**src/rtl/fetch_queue.sv**
```systemverilog
// Instruction fetch queue: issues PCs to instruction memory, tracks in-order responses,
// and presents fetched instructions to decode; flush drops queued and in-flight work.
`timescale 1ns/1ps
module fetch_queue #(
    parameter int unsigned DEPTH = 4
) (
    input  logic        clk_pi,
    input  logic        reset_n_pi,
    input  logic [31:0] pc_pi,
    input  logic        flush_pi,
    output logic        halt_po,
    output logic        imem_req_po,
    output logic [31:0] imem_addr_po,
    input  logic        imem_rdy_pi,
    input  logic        imem_rvalid_pi,
    input  logic [31:0] imem_rdata_pi,
    output logic        inst_valid_po,
    output logic [31:0] inst_po,
    output logic [31:0] inst_pc_po,
    input  logic        inst_ready_pi
);
    localparam int unsigned PW = (DEPTH > 1) ? $clog2(DEPTH) : 1;
    localparam int unsigned CW = $clog2(DEPTH + 1);
    localparam logic [CW:0] DEPTH_W = (CW + 1)'(DEPTH);

    logic [31:0]      pc_q   [DEPTH];
    logic [31:0]      data_q [DEPTH];
    logic [DEPTH-1:0] alloc_q;
    logic [DEPTH-1:0] filled_q;
    logic [PW-1:0]    alloc_ptr_q;
    logic [PW-1:0]    fill_ptr_q;
    logic [PW-1:0]    head_ptr_q;
    logic [CW-1:0]    alloc_cnt_q;
    logic [CW-1:0]    drop_cnt_q;
    logic [CW-1:0]    inflight_q;

    logic        accept;
    logic        fill;
    logic        drop_resp;
    logic        pop;
    logic [CW:0] occupancy;

    // Dropped responses still hold a memory slot's worth of credit until they return.
    assign occupancy     = {1'b0, alloc_cnt_q} + {1'b0, drop_cnt_q};
    assign imem_req_po   = reset_n_pi & ~flush_pi & (occupancy < DEPTH_W);
    assign imem_addr_po  = pc_pi;
    assign accept        = imem_req_po & imem_rdy_pi;
    assign halt_po       = ~accept;

    assign drop_resp     = imem_rvalid_pi & ~flush_pi & (drop_cnt_q != '0);
    assign fill          = imem_rvalid_pi & ~flush_pi & (drop_cnt_q == '0);

    assign inst_valid_po = alloc_q[head_ptr_q] & filled_q[head_ptr_q];
    assign inst_po       = inst_valid_po ? data_q[head_ptr_q] : '0;
    assign inst_pc_po    = inst_valid_po ? pc_q[head_ptr_q] : '0;
    assign pop           = inst_valid_po & inst_ready_pi & ~flush_pi;

    always_ff @(posedge clk_pi or negedge reset_n_pi) begin
        if (!reset_n_pi) begin
            alloc_q     <= '0;
            filled_q    <= '0;
            alloc_ptr_q <= '0;
            fill_ptr_q  <= '0;
            head_ptr_q  <= '0;
            alloc_cnt_q <= '0;
            drop_cnt_q  <= '0;
            inflight_q  <= '0;
        end else if (flush_pi) begin
            alloc_q     <= '0;
            filled_q    <= '0;
            alloc_ptr_q <= '0;
            fill_ptr_q  <= '0;
            head_ptr_q  <= '0;
            alloc_cnt_q <= '0;
            inflight_q  <= '0;
            // A response landing in the flush cycle settles one of the in-flight requests.
            drop_cnt_q  <= drop_cnt_q + inflight_q - CW'(imem_rvalid_pi);
        end else begin
            if (accept) begin
                alloc_q[alloc_ptr_q]  <= 1'b1;
                filled_q[alloc_ptr_q] <= 1'b0;
                alloc_ptr_q           <= alloc_ptr_q + PW'(1);
            end
            if (fill) begin
                filled_q[fill_ptr_q] <= 1'b1;
                fill_ptr_q           <= fill_ptr_q + PW'(1);
            end
            if (pop) begin
                alloc_q[head_ptr_q]  <= 1'b0;
                filled_q[head_ptr_q] <= 1'b0;
                head_ptr_q           <= head_ptr_q + PW'(1);
            end
            if (drop_resp) begin
                drop_cnt_q <= drop_cnt_q - CW'(1);
            end
            alloc_cnt_q <= alloc_cnt_q + CW'(accept) - CW'(pop);
            inflight_q  <= inflight_q + CW'(accept) - CW'(fill);
        end
    end

    // Payload storage needs no reset; validity bits gate every read.
    always_ff @(posedge clk_pi) begin
        if (accept) begin
            pc_q[alloc_ptr_q] <= pc_pi;
        end
        if (fill) begin
            data_q[fill_ptr_q] <= imem_rdata_pi;
        end
    end

endmodule

```
**config.mk**
```make
export PLATFORM = sky130hd
export DESIGN_NAME = fetch_queue
export DESIGN_NICKNAME = d
export VERILOG_FILES = /design/src/rtl/fetch_queue.sv
export SDC_FILE = /design/constraint.sdc
export NUM_CORES = 1
export LEC_CHECK = 0
export ABC_AREA = 1
export CAP_MARGIN = 20
export CORE_ASPECT_RATIO = 1.5
export CORE_UTILIZATION = 55
export CTS_CLUSTER_SIZE = 14
export DETAILED_ROUTE_END_ITERATION = 8
export GPL_ROUTABILITY_DRIVEN = 0
export PLACE_DENSITY = 0.91
export SYNTH_ARGS = -nofsm -noshare
export SYNTH_HDL_FRONTEND = slang
export SYNTH_SLANG_ARGS = --single-unit
```
**constraint.sdc**
```tcl
create_clock -name clk_pi -period 2.8 [get_ports clk_pi]
set_input_delay 0.56 -clock clk_pi [delete_from_list [all_inputs] [get_ports clk_pi]]
set_output_delay 0.56 -clock clk_pi [all_outputs]
set_load 0.02 [all_outputs]
```
==> reports/metrics.cfg, run 1 <==
[clock_tree]
cts_sinks=279
h-tree-depth=1
cts_tree=yes
clockRootBuffer=clkbuf_16
clock_path_buffers=3
postCtsHoldBufs=0
insertion_delay_ns=0.53
path_clk_slew_ns=0.07
numCtsBuffers=24

[synth]
seq_area_frac_synth_pct=69.1
avgSynthCellArea_um2=12.0
ys_types=24
synth_ff_type=edfxtp_1
syn-num-nets=1088
synth_seq_cells=279
yosysWarnings=0
synth_edf_count=256
async_flop_share_pct=8.24
syn_inst=992
syn_area_mm2=0.0120

[critical_path]
worst-setup-path-type=reg -> out
crit_fanout=8
start_kind=flip-flop
endpoint_kind=primary output
cp.required_ns=2.24
worst_ep_arrival_time_ns=2.24
reg2regPathDepth=14

[pwr]
p_per_area_mw_per_mm2=605
power.total_mw=8.83
ir_worst_vdd_v=0.000583
leakagePower_nw=5.49

[sta]
fin_crit_sh_pct=100
final-setup-viol-count=1
period_minus_slack_ns=2.80
fin_hold_ws_ns=0.462
fin_ws_ns=-0.00103
tightest_slew_ns=0.447
fmax_mhz=357
rsz0062_at_grt=true
slew_headroom_pct=69.9
slew_violations=0
hold_viol=0
finClkSkew_ns=0.0177

[detailed_routing]
drt-initial-drc-count=570
viasPerCell=5.59
vias=7956
drtAntennaViolNets=0
wire_per_inst_um=19.2
drc=0
drt_first_pass_iters=5
finalWirelength_um=27400

[floorplan]
die-area_mm2=0.0223
die_h_um=183
core-area_mm2=0.0211
ios=169
num_rows=65
start_util_pct=56.5
dieWidth_um=122

[status]
status=finished, violations left
violations=setup timing

[cells_and_area]
syn_to_final_growth_pct=22.1
diodes=0
drive_above_1_share_pct=16.6
fin_nets=1237
instances_no_fill=1424

[placement]
dpl.hpwl_um=15600
port_buffers=168
placed_cells=1370

[global_route]
grt_pass1_wl_um=41900
antenna_found_initial=1
gr-total-overflow=0
grt_util_all_layers_pct=24.6
grt_pass1_vias=8158
grt_max_degree=72

[worst_hold_path]
hp-class=in -> async

[run]
max-cap-violations=0

where the power goes:
part | internal [mW] | switching (mW) | leakage [nW]
Sequential | 4.72 | 0.0857 | 2.61
Combinational | 0.385 | 0.515 | 2.53
Clock | 1.74 | 1.38 | 0.349
path summary, 6_finish.rpt:
| kind | slack, ns | startpoint | end |
|---|---|---|---|
| max | -0.001 | head_ptr_q[0] | inst_pc_po[16] |
| min | 0.46 | reset_n_pi | alloc_q[0] |
| max reg2reg | 0.14 | head_ptr_q[0] | alloc_cnt_q[2] |
| min reg2reg | 0.59 | filled_q[3] | filled_q[3] |
| max in group asynchronous | 2.06 | reset_n_pi | head_ptr_q[0] |
| min in group clk_pi | 0.59 | filled_q[3] | filled_q[3] |
what timing repair did:
item                                   4_1_cts  5_1_grt
pin swaps                                    3        1
endpoints found under the hold margin        0        0
cloned                                       3        3
resized for setup                          205       41
setup endpoints to repair                   67       46
buffers inserted                             6        1
registers in the layout (all words and copies together) (netlist names):
register	count
pc_q	128
alloc_cnt_q	3
fill_ptr_q	2
alloc_q	4
data_q	128
drop_cnt_q	3
inflight_q	3
filled_q	4
alloc_ptr_q	2
head_ptr_q	2
metrics by stage:
step	instance area (µm²)	TNS (ns)	worst slack (ns)	util, %
after CTS	14600	-0.0162	-0.0161	69.0
after global routing	14600	-0.340	-0.0705	69.0
after global placement	13800	0	0.168	65.4
final	14600	-0.00103	-0.00103	69.0
after detailed placement	13800	0	0.0787	65.4
after floorplan	12000	0	0.346	-
cell usage in the layout (no fill, tap or decap):
cell type | netlist | routed
a21oi_1 | 19 | 18
a21oi_2 | 49 | 49
a21oi_4 | 0 | 1
buf_12 | 0 | 12
buf_16 | 0 | 5
buf_2 | 22 | 37
buf_4 | 34 | 25
bufbuf_16 | 0 | 1
bufinv_16 | 0 | 1
clkbuf_1 | 17 | 12
clkbuf_16 | 0 | 27
clkbuf_2 | 0 | 11
clkbuf_8 | 0 | 2
clkdlybuf4s15_1 | 0 | 3
clkdlybuf4s15_2 | 0 | 1
clkdlybuf4s50_1 | 0 | 101
clkinv_2 | 0 | 1
clkinv_8 | 0 | 1
dfrtp_1 | 23 | 21
dfrtp_2 | 0 | 1
dfrtp_4 | 0 | 1
dlygate4sd2_1 | 0 | 8
edfxtp_1 | 256 | 256
fa_1 | 3 | 3
ha_1 | 23 | 23
inv_1 | 37 | 37
inv_2 | 3 | 3
inv_6 | 0 | 1
nand2_1 | 49 | 48
nand2_2 | 1 | 1
nand2_8 | 0 | 2
nand3_1 | 17 | 16
nand3_2 | 4 | 3
nand3_4 | 0 | 2
nand3b_1 | 1 | 1
nor2_1 | 272 | 272
o21ai_0 | 137 | 137
or2_2 | 4 | 4
xnor2_1 | 4 | 4
xor2_1 | 4 | 4
logic make-up after synthesis:
group	Yosys count	synth area share, %
and+or+nand+nor	348	11.5
DFF	279	69.1
AOI/OAI and AO/OA	205	10.1
adders and majority gates	26	2.91
buffers and inverters	126	5.78
xor gates and xnor gates	8	0.586
layer usage:
layer | vias to the layer above | share of wire [%] | global-route usage [%]
li1 | 3682 | - | -
met1 | 3901 | 38 | 28.6
met2 | 304 | 53 | 43.9
met3 | 67 | 5.4 | 3.62
met4 | 2 | 3.6 | 11.6
met5 | - | 0.047 | 0
cells in the mapped netlist, types with 4 or more instances:
library cell | count | area share [%]
a21oi_1 | 19 | 0.80
a21oi_2 | 49 | 3.6
buf_1 | 4 | 0.13
buf_2 | 22 | 0.92
buf_4 | 34 | 2.1
buf_6 | 8 | 0.75
clkbuf_1 | 17 | 0.53
dfrtp_1 | 23 | 4.8
edfxtp_1 | 256 | 64
ha_1 | 23 | 2.4
inv_1 | 37 | 1.2
nand2_1 | 49 | 1.5
nand3_1 | 17 | 0.71
nand3_2 | 4 | 0.34
nor2_1 | 272 | 8.5
o21ai_0 | 137 | 5.7
or2_2 | 4 | 0.21
xnor2_1 | 4 | 0.29
xor2_1 | 4 | 0.29
layout make-up:
cell class                 count  area (µm²)
sequential                   279        8270
fill                        1419        6560
multi-input combinational    588        3060
timing repair buffer         207        2040
clock buffer                  38         673
tap                          268         335
inverter                      41         159
clock inverter                 3        51.3
critical path: stages (launching register included):
cell	delay, ns
dfrtp_4	0.54
inv_6	0.12
nand3_2	0.10
nand3_4	0.13
buf_12	0.13
nand2_8	0.10
buf_4	0.17
buf_4	0.15
a21oi_2	0.13
buf_4	0.16
No activity file was read; power rests on OpenSTA's default activity.
==> run 2: changes to the inputs <==
--- a/config.mk
+++ b/config.mk
@@ -9,9 +9,11 @@
 export CAP_MARGIN = 20
 export CORE_ASPECT_RATIO = 1.5
 export CORE_UTILIZATION = 55
+export CTS_CLUSTER_DIAMETER = 200
 export CTS_CLUSTER_SIZE = 14
 export DETAILED_ROUTE_END_ITERATION = 8
 export GPL_ROUTABILITY_DRIVEN = 0
+export GPL_TIMING_DRIVEN = 0
 export PLACE_DENSITY = 0.91
 export SYNTH_ARGS = -nofsm -noshare
 export SYNTH_HDL_FRONTEND = slang
==> reports/metrics.cfg, run 2 (synthesized netlist as in run 1, its figures left out) <==
[status]
status=finished, violations left
violations=setup timing

[detailed_routing]
drtAntennaViolNets=0
vias=8217
finalWirelength_um=27900
drt-initial-drc-count=607
drt_first_pass_iters=5
wire_per_inst_um=19.0
drc=0
viasPerCell=5.60

[cells_and_area]
fin_nets=1288
multiInputGateArea_mm2=0.00306
fillCellCount=1377
fin_util_pct=69.5
final_common_cell=nor2_1
seqCellArea_mm2=0.00826
drive_above_1_share_pct=20.8
diodes=0
reg.largest.list=data_q (128), pc_q (128)
layout_common_cells=272 x nor2_1, 256 x edfxtp_1, 134 x o21ai_0
syn_to_final_growth_pct=23.0

[sta]
final-setup-viol-count=1
period_minus_slack_ns=2.83
fin_crit_sh_pct=101
fin_hold_ws_ns=0.153
fin_ws_ns=-0.0322
slew_violations=0
rsz0062_at_grt=true
setup-tns-final_ns=-0.0322
slew_headroom_pct=43.1
hold_viol=0
fmax_mhz=353
tightest_slew_ns=0.853
finClkSkew_ns=0.00965

[global_route]
antenna_found_initial=0
busiest_layer=met2
use_met1_pct=27.7
grt_pass1_vias=8646
use_met3_pct=4.06
grt_util_all_layers_pct=25.2
grt_pass1_wl_um=42600
gr-total-overflow=0
grt_max_degree=33
groute.layer.met2.usage_pct=45.8

[critical_path]
reg2regPathDepth=14
cp.required_ns=2.24
worstReg2RegStart=head_ptr_q[0]
r2r_end=alloc_cnt_q[2]
endpoint_kind=primary output
worst_ep_arrival_time_ns=2.27
crit_fanout=10
start_kind=flip-flop
worst-setup-path-type=reg -> out
r2r_slack_ns=0.23

[worst_hold_path]
hp-class=in -> async

[pwr]
leakagePower_nw=5.56
p_per_area_mw_per_mm2=583
ir_worst_vdd_v=0.000557
power.total_mw=8.57

[floorplan]
start_util_pct=56.5
core-area_mm2=0.0211
die_h_um=183
num_rows=65
dieWidth_um=122
die-area_mm2=0.0223
ios=169

[placement]
port_buffers=167
dpl.hpwl_um=18300

[clock_tree]
postCtsHoldBufs=0
numCtsBuffers=23
cts_tree=yes
insertion_delay_ns=0.51
cts_sinks=279
clock_path_buffers=3
h-tree-depth=1
path_clk_slew_ns=0.07
clockRootBuffer=clkbuf_16

[run]
max-cap-violations=0

-- run 2: changes by cell type in the layout (fill, tap and decap cells not counted), moves of 4 or more --
| cell | delta |
|---|---|
| buf_4 | +31 |
| buf_8 | +4 |
| clkbuf_16 | -4 |
| clkdlybuf4s15_2 | +6 |
| inv_1 | -4 |
| buf_2 | +10 |
| a21oi_4 | +7 |
| buf_6 | +14 |
| clkbuf_4 | +9 |
| buf_12 | -12 |
| a21oi_2 | -7 |
| dlygate4sd2_1 | -6 |
-- run 2: what timing repair did --
action / in CTS / in global routing
buffers inserted: 0 / 1
endpoints found under the setup margin: 199 / 93
pin swaps: 0 / 0
resized for setup: 276 / 61
gates cloned: 1 / 0
-- run 2: critical path, stage by stage (launching register included) --
cell and delay [ns]:
dfrtp_1 0.37, buf_6 0.14, inv_6 0.06, bufbuf_16 0.26, clkbuf_4 0.18, o21ai_0 0.48
a21oi_4 0.10, buf_6 0.15
-- run 2: power by group --
group          internal, mW  switching [mW]
Clock                  1.50            1.33
Sequential             4.72          0.0829
Combinational         0.404           0.523
-- run 2: cell type report --
cell class / instances / area share [%]
clock inverter: 1 / 0.0596
inverter: 41 / 1.15
sequential: 279 / 56.2
clock buffer: 31 / 4.15
timing repair buffer: 175 / 11.1
multi-input combinational: 587 / 20.8
buffer: 85 / 4.24
tap: 268 / 2.28
-- run 2: how the worst max path moves through the flow --
stage	end	cells after the start	startpoint	slack (ns)
floorplan	alloc_cnt_q[2]	11	drop_cnt_q[2]	0.35
global placement	pc_q[1][9]	6	reset_n_pi	-1.17
detailed placement	pc_q[2][6]	7	reset_n_pi	-1.02
CTS	inst_pc_po[24]	10	head_ptr_q[0]	-0.03
global route	inst_po[30]	7	head_ptr_q[0]	-0.04
finish	inst_po[30]	7	head_ptr_q[0]	-0.03
-- run 2: routing by layer --
metal / vias up / wire length, µm
met5: - / 0
met4: 0 / 981
met3: 75 / 1810
met2: 375 / 15000
met1: 3975 / 10100
li1: 3792 / -
-- run 2: stage by stage --
stage,instance area (µm²),cells,worst slack (ns)
after floorplan,12000,992,0.346
after global placement,14000,1427,-1.17
after detailed placement,14100,1433,-1.02
after CTS,14600,1466,-0.0326
after global routing,14700,1467,-0.0437
final,14700,1467,-0.0322
